## src/rtl/sb_regs_pkg.sv

```systemverilog
// Shared types and constants for the sideband register space: FSM states,
// register byte addresses, reset image values and the read-only byte mask.
package sb_regs_pkg;

  typedef enum logic [1:0] {
    IDLE = 2'd0,
    RD   = 2'd1,
    WR   = 2'd2,
    DONE = 2'd3
  } state_t;

  localparam int SB_DEPTH = 157;

  // Register base byte addresses
  localparam int REG0_ADDR  = 0;
  localparam int REG1_ADDR  = 4;
  localparam int REG5_ADDR  = 8;
  localparam int REG7_ADDR  = 12;
  localparam int REG8_ADDR  = 16;
  localparam int REG9_ADDR  = 20;
  localparam int REG12_ADDR = 78;
  localparam int REG13_ADDR = 81;
  localparam int REG14_ADDR = 85;
  localparam int REG15_ADDR = 89;
  localparam int REG18_ADDR = 93;

  // Link configuration (Gen4) lives in REG12, little-endian bytes 78..80
  localparam int          LINK_CFG_ADDR = REG12_ADDR;
  localparam logic [23:0] LINK_CFG_RST  = 24'h053303;
  localparam logic [31:0] REG14_RST     = 32'hC0C00000;

  // Read-only bytes: 0-7 (REG0/REG1), 78-82 (REG12 + low REG13), 89-92 (REG15)
  localparam logic [SB_DEPTH-1:0] RO_MASK =
      (SB_DEPTH'(8'hFF) << REG0_ADDR) |
      (SB_DEPTH'(5'h1F) << REG12_ADDR) |
      (SB_DEPTH'(4'hF)  << REG15_ADDR);

  // Read-only lookup for a byte address; bytes outside the mask are writable
  function automatic logic is_ro(input int a);
    logic [SB_DEPTH-1:0] m;
    m = RO_MASK >> a;
    return (a >= 0 && a < SB_DEPTH) ? m[0] : 1'b0;
  endfunction

  // Reset image for one byte location
  function automatic logic [7:0] reset_byte(input int a);
    if (a >= LINK_CFG_ADDR && a < LINK_CFG_ADDR + 3)
      return 8'(LINK_CFG_RST >> (8 * (a - LINK_CFG_ADDR)));
    else if (a >= REG14_ADDR && a < REG14_ADDR + 4)
      return 8'(REG14_RST >> (8 * (a - REG14_ADDR)));
    else
      return 8'h00;
  endfunction

endpackage

```

## src/rtl/sb_regfile_mem.sv

```systemverilog
// Byte array holding the sideband registers: reset image, one combinational
// read port, a transaction write port that honours the read-only mask and a
// hardware update port that may write any byte and wins on collision.
module sb_regfile_mem
  import sb_regs_pkg::*;
#(
  parameter int DEPTH  = 157,
  parameter int ADDR_W = 8
) (
  input  logic              clk,
  input  logic              rst,
  input  logic [ADDR_W:0]   rd_addr,
  output logic [7:0]        rd_data,
  input  logic              wr_en,
  input  logic [ADDR_W-1:0] wr_addr,
  input  logic [7:0]        wr_data,
  output logic              ro_hit,
  input  logic              hw_we,
  input  logic [ADDR_W-1:0] hw_addr,
  input  logic [7:0]        hw_wdata
);

  localparam logic [ADDR_W:0] DEPTH_W = (ADDR_W + 1)'(DEPTH);

  logic [7:0] mem [DEPTH];
  logic       wr_in_range;
  logic       hw_in_range;

  assign ro_hit      = is_ro(int'(wr_addr));
  assign wr_in_range = {1'b0, wr_addr} < DEPTH_W;
  assign hw_in_range = {1'b0, hw_addr} < DEPTH_W;
  assign rd_data     = (rd_addr < DEPTH_W) ? mem[rd_addr[ADDR_W-1:0]] : 8'h00;

  // Byte storage: reset image, transaction write, then hardware write last so it wins
  always_ff @(posedge clk or negedge rst) begin
    if (!rst) begin
      for (int i = 0; i < DEPTH; i++) mem[ADDR_W'(i)] <= reset_byte(i);
    end else begin
      if (wr_en && !ro_hit && wr_in_range) mem[wr_addr] <= wr_data;
      if (hw_we && hw_in_range)            mem[hw_addr] <= hw_wdata;
    end
  end

endmodule

```

## src/rtl/sb_register_file.sv

```systemverilog
// Sideband register file: accepts AT read/write burst requests, streams read
// bytes with valid/ready, consumes write bytes, flags range/length/read-only
// errors on a one-cycle done pulse and exposes a hardware update port.
module sb_register_file
  import sb_regs_pkg::*;
#(
  parameter int DEPTH   = 157,
  parameter int ADDR_W  = 8,
  parameter int LEN_W   = 7,
  parameter int MAX_LEN = 64
) (
  input  logic              fsm_clk,
  input  logic              rst,
  input  logic              req_valid,
  output logic              req_ready,
  input  logic              req_write,
  input  logic [ADDR_W-1:0] req_addr,
  input  logic [LEN_W-1:0]  req_len,
  input  logic              wr_valid,
  output logic              wr_ready,
  input  logic [7:0]        wr_data,
  output logic              rsp_valid,
  input  logic              rsp_ready,
  output logic [7:0]        rsp_data,
  output logic              rsp_last,
  output logic              done,
  output logic              done_err,
  input  logic              hw_we,
  input  logic [ADDR_W-1:0] hw_addr,
  input  logic [7:0]        hw_wdata
);

  localparam logic [ADDR_W:0]  DEPTH_W   = (ADDR_W + 1)'(DEPTH);
  localparam logic [ADDR_W:0]  ADDR_ONE  = (ADDR_W + 1)'(1);
  localparam logic [LEN_W-1:0] MAX_LEN_W = LEN_W'(MAX_LEN);
  localparam logic [LEN_W-1:0] LEN_ONE   = LEN_W'(1);
  localparam logic [LEN_W-1:0] LEN_ZERO  = '0;

  state_t            state_q, state_d;
  logic              alive_q;
  logic              err_q;
  logic              ro_err_q;
  logic [LEN_W-1:0]  cnt_q;
  logic [ADDR_W:0]   addr_q;
  logic [7:0]        rsp_q;

  logic              accept;
  logic              rd_beat;
  logic              wr_beat;
  logic              last_beat;
  logic              req_err;
  logic              ro_hit;
  logic [ADDR_W:0]   req_end;
  logic [ADDR_W:0]   rd_addr;
  logic [7:0]        rd_data;

  // Handshakes and outputs are decoded from registered state only
  assign req_ready = alive_q && (state_q == IDLE);
  assign accept    = req_valid && req_ready;
  assign rsp_valid = (state_q == RD);
  assign wr_ready  = (state_q == WR);
  assign rd_beat   = rsp_valid && rsp_ready;
  assign wr_beat   = wr_ready && wr_valid;
  assign last_beat = (cnt_q == LEN_ONE);
  assign rsp_last  = rsp_valid && last_beat;
  assign rsp_data  = rsp_valid ? rsp_q : 8'h00;
  assign done      = (state_q == DONE);
  assign done_err  = done && (err_q || ro_err_q);

  // End address evaluated one bit wider than the address so it cannot wrap
  assign req_end = {1'b0, req_addr} + (ADDR_W + 1)'(req_len);
  assign req_err = (req_len == LEN_ZERO) || (req_len > MAX_LEN_W) || (req_end > DEPTH_W);

  // Look ahead: fetch the first byte at accept, the next byte on each read handshake
  assign rd_addr = (state_q == IDLE) ? {1'b0, req_addr} : addr_q + ADDR_ONE;

  sb_regfile_mem #(
    .DEPTH  (DEPTH),
    .ADDR_W (ADDR_W)
  ) u_mem (
    .clk      (fsm_clk),
    .rst      (rst),
    .rd_addr  (rd_addr),
    .rd_data  (rd_data),
    .wr_en    (wr_beat && !err_q),
    .wr_addr  (addr_q[ADDR_W-1:0]),
    .wr_data  (wr_data),
    .ro_hit   (ro_hit),
    .hw_we    (hw_we),
    .hw_addr  (hw_addr),
    .hw_wdata (hw_wdata)
  );

  // Next-state selection for the transaction FSM
  always_comb begin
    state_d = state_q;
    unique case (state_q)
      IDLE: if (accept) begin
        if (req_len == LEN_ZERO) state_d = DONE;
        else if (req_write)      state_d = WR;
        else                     state_d = RD;
      end
      RD:   if (rd_beat && last_beat) state_d = DONE;
      WR:   if (wr_beat && last_beat) state_d = DONE;
      DONE: state_d = IDLE;
      default: state_d = IDLE;
    endcase
  end

  // Control registers: state, ready gate, error flags and remaining byte count
  always_ff @(posedge fsm_clk or negedge rst) begin
    if (!rst) begin
      state_q  <= IDLE;
      alive_q  <= 1'b0;
      err_q    <= 1'b0;
      ro_err_q <= 1'b0;
      cnt_q    <= '0;
    end else begin
      state_q <= state_d;
      alive_q <= 1'b1;
      if (accept) begin
        err_q    <= req_err;
        ro_err_q <= 1'b0;
        cnt_q    <= req_len;
      end else if (rd_beat || wr_beat) begin
        cnt_q <= cnt_q - LEN_ONE;
        if (wr_beat && !err_q && ro_hit) ro_err_q <= 1'b1;
      end
    end
  end

  // Datapath registers: current byte address and the held read beat
  always_ff @(posedge fsm_clk) begin
    if (accept) begin
      addr_q <= {1'b0, req_addr};
      rsp_q  <= req_err ? 8'h00 : rd_data;
    end else if (rd_beat || wr_beat) begin
      addr_q <= addr_q + ADDR_ONE;
      rsp_q  <= err_q ? 8'h00 : rd_data;
    end
  end

endmodule

```

## config.mk

```make
export PLATFORM = sky130hd
export DESIGN_NAME = sb_register_file
export DESIGN_NICKNAME = d
export VERILOG_FILES = /design/src/rtl/sb_regs_pkg.sv /design/src/rtl/sb_regfile_mem.sv /design/src/rtl/sb_register_file.sv
export SDC_FILE = /design/constraint.sdc
export NUM_CORES = 2
export LEC_CHECK = 0
export ABC_AREA = 1
export BUFFER_PORTS_ARGS = -buffer_cell sky130_fd_sc_hd__buf_2
export CORE_UTILIZATION = 30
export DETAILED_ROUTE_END_ITERATION = 12
export PLACE_DENSITY = 0.56
export SLEW_MARGIN = 40
export SYNTH_ARGS = -nofsm -noshare
export SYNTH_HDL_FRONTEND = slang
export SYNTH_SLANG_ARGS = --single-unit
```

## constraint.sdc

```tcl
create_clock -name fsm_clk -period 3.9 [get_ports fsm_clk]
set_clock_uncertainty 0.05 [all_clocks]
set_input_delay 0.195 -clock fsm_clk [delete_from_list [all_inputs] [get_ports fsm_clk]]
set_output_delay 0.195 -clock fsm_clk [all_outputs]
set_load 0.05 [all_outputs]
```

==> flow_summary.json <==
{
  "yosys_warnings": 0,
  "synth_seq_area_share_pct": 43.8,
  "p_leak_nw": 39.2,
  "synth_xor_xnor_area_share_pct": 0.103,
  "netlist_instances": 10811,
  "root_buffer": "clkbuf_16",
  "ant_nets": 0,
  "final-setup-viol-count": 0,
  "wl_per_cell_um": 24.8,
  "r2r_setup_slack_ns": 0.19,
  "synth_area_um2": 76300,
  "io_pins": 60,
  "ctsHtreeMaxLevel": 4,
  "cts_tree": "built",
  "cp_max_fo": 32,
  "setup_slack_ns": 0.186,
  "cts.path.max_buffers": 3,
  "rsz0062_at_grt": "no",
  "hold_viol_final": 0,
  "min_from": "wr_data[6]",
  "first_pass_iters": 9,
  "grt_pass1_vias": 71874,
  "reg2reg_to": "rsp_q[0]$_DFFE_PP_",
  "crit_path_end_kind": "flop",
  "fillers": 26948,
  "synth_async_sr_flop_share_pct": 80.6,
  "pre_cts_slack_ns": 0.169,
  "tightest_slew_ns": 0.993,
  "yosysTopAreaCell": "dfrtp_1",
  "powerDensity_nw_per_um2": 706,
  "cp.arrival_ns": 4.25,
  "synth-compound-area-share_pct": 14.9,
  "grt_start_max_net_pins": 116,
  "fin_setup_tns_ns": 0,
  "dp_cells": 13594,
  "vdd_drop_max_v": 0.000836,
  "fin_crit_sh_pct": 95.2,
  "ys_top_cells_by_area": "dfrtp_1 (34%), nand2_1 (15%), nand3_1 (12%)",
  "rr_worst_depth": 20,
  "drive_gt1_share_pct": 6.89,
  "start_util_pct": 30.3,
  "synth_edf_count": 248,
  "drv_slew": 0,
  "grt_first_pass_wirelength_um": 504000,
  "route.detailed.drc": 0,
  "vias_per_cell": 5.63,
  "worst_ep_required_time_ns": 4.44,
  "fmax_ghz": 0.269,
  "holdWs_ns": 0.0520,
  "design.die.area_um2": 256000,
  "cts.reportedPaths.clkPinSlew_ns": 0.06,
  "final_cells": 13916,
  "start_kind": "flop",
  "row_count": 184,
  "synth_adder_area_share_pct": 0.338,
  "synth-seq-cells": 1285,
  "io_buffer_count": 59,
  "grt.total_usage_pct": 26.2,
  "crit_type": "flop to flop",
  "drt_iter0_drc": 11266,
  "synthSimpleGateAreaFrac_pct": 32.1,
  "status": "complete, no violations",
  "timing.rr.start": "addr_q[0]$_DFFE_PP_",
  "cap_violations": 0,
  "routabilityCongestion": 0.956,
  "vias": 78399,
  "period_needed_ns": 3.71,
  "finalWirelength_um": 345000,
  "min_path_cells": 6,
  "nNetsFinal": 10501,
  "hold_path.class": "input port to flop",
  "max_slew_margin_pct": 33.8,
  "cts_made_buffers": 150,
  "overflow": 0,
  "die_h_um": 506,
  "avgSynthCellArea_um2": 7.05,
  "syn2layout_area_growth_pct": 13.3,
  "synth_nets": 10877,
  "synth_top_area_share_pct": 33.6,
  "die_x_um": 506,
  "ys.flop_type": "dfrtp_1",
  "synth.distinct_cells": 40,
  "hpwlAfterDp_um": 211000,
  "clock_sinks": 1285,
  "synth_top_family_by_area": "simple AND/OR/NAND/NOR gates",
  "worst_skew_pair.late_latency_ns": 0.85,
  "core-area_um2": 252000,
  "yosys-mux-area-fraction_pct": 0.0148,
  "antenna_found_initial": 16,
  "min_to": "u_mem.mem[270]$_DFF_PN0_"
}
## power by group
part,total (mW),leakage (nW),internal (mW),switching [mW]
Combinational,30.7,21.9,7.76,23.0
Sequential,15.5,14.9,14.7,0.711
Clock,14.8,2.48,8.39,6.39
Total,61.0,39.2,30.9,30.1
## state kept, by name, indices dropped and copies added (netlist names)
register and cells:
cnt_q 7, u_mem.mem 1256, err_q 1, alive_q 1, state_q 2, addr_q 9
ro_err_q 1, rsp_q 8
## routing by layer
layer  global-route usage (%)  share of wire (%)
met1                     35.4                 41
met2                     39.0                 43
met3                     4.66                9.7
met4                     15.7                6.4
met5                        0              0.021
## layout by cell type, fill, tap and decap left out, drive strengths merged
master,n
a211oi,2
a21boi,2
a21oi,155
a22oi,1
a31oi,339
buf,375
bufinv,7
clkbuf,220
clkinv,50
clkinvlp,2
conb,1
dfrtp,1024
dfstp,12
dfxtp,1
diode,9
dlygate4sd3,35
edfxtp,248
fa,1
ha,19
inv,770
mux2,1
nand2,3134
nand3,1841
nand4,87
nor2,691
nor3,41
nor4,3
o211ai,285
o21a,8
o21ai,972
o221ai,3
o22ai,217
o311ai,1
or2,2
xnor2,3
xor2,6
## logic make-up after synthesis
group,Yosys count
and+or+nand+nor,5799
AOI/OAI and AO/OA,1985
buffers and inverters,1711
DFF,1285
adders and majority gates,20
xor gates and xnor gates,9
other,1
muxes,1
## final cells by class
| cell class | instances | area (µm²) | share of cell area (%) |
|---|---|---|---|
| timing repair buffer | 410 | 4220 | 4.89 |
| clock buffer | 220 | 4420 | 5.12 |
| antenna | 9 | 22.5 | 0.0261 |
| multi-input combinational | 7815 | 36500 | 42.3 |
| sequential | 1285 | 33400 | 38.7 |
| inverter | 773 | 2970 | 3.44 |
| clock inverter | 56 | 608 | 0.704 |
| tap | 3348 | 4190 | 4.85 |
## timing repair
action | CTS | global route
setup buffers | 0 | 1
hold endpoints to repair | 743 | 0
gates resized for setup | 0 | 4
hold buffers | 36 | 0
setup endpoints to repair | 0 | 5
## stage by stage
| stage | cell area, µm² | utilization [%] | power, mW |
|---|---|---|---|
| final | 86400 | 34.3 | 61.0 |
| after global placement | 80900 | 32.1 | 45.4 |
| after global routing | 86400 | 34.3 | 63.2 |
| after floorplan | 76300 | - | 31.8 |
| after CTS | 86300 | 34.2 | 60.1 |
| after detailed placement | 80900 | 32.1 | 45.3 |
## worst max-delay path, cell delays in order (launching register included)
cell and delay [ns]:
edfxtp_1 0.49, ha_1 0.20, clkinv_1 0.08, ha_1 0.29
inv_1 0.04, nand2_1 0.09, nand2_4 0.10, nor2_4 0.11
buf_12 0.27, buf_4 0.24, nand3_1 0.09, nand2_1 0.07
nor2_1 0.04, nand2_1 0.09, nand3_1 0.54, nand2_1 0.23
nand2_1 0.06, nand2_1 0.08, inv_1 0.10, nand2_1 0.08
a21oi_1 0.05
## worst max path at each step
stage	from	slack, ns	to	depth (start not counted)
global route	addr_q[0]$_DFFE_PP_	0.04	rsp_q[0]$_DFFE_PP_	20
detailed placement	addr_q[0]$_DFFE_PP_	0.17	rsp_q[5]$_DFFE_PP_	20
global placement	addr_q[0]$_DFFE_PP_	0.17	rsp_q[5]$_DFFE_PP_	20
floorplan	addr_q[0]$_DFFE_PP_	0.98	rsp_q[3]$_DFFE_PP_	18
finish	addr_q[0]$_DFFE_PP_	0.19	rsp_q[0]$_DFFE_PP_	20
CTS	addr_q[0]$_DFFE_PP_	0.14	u_mem.mem[705]$_DFF_PN0_	15
## Yosys cell counts, drive strengths merged (201+ instances only)
cell / n
nand2: 3134
nand3: 1841
dfrtp: 1024
o21ai: 972
inv: 758
clkbuf: 737
nor2: 691
a31oi: 339
o211ai: 285
edfxtp: 248
o22ai: 217
buf: 201
(Power assumes the default switching activity.)
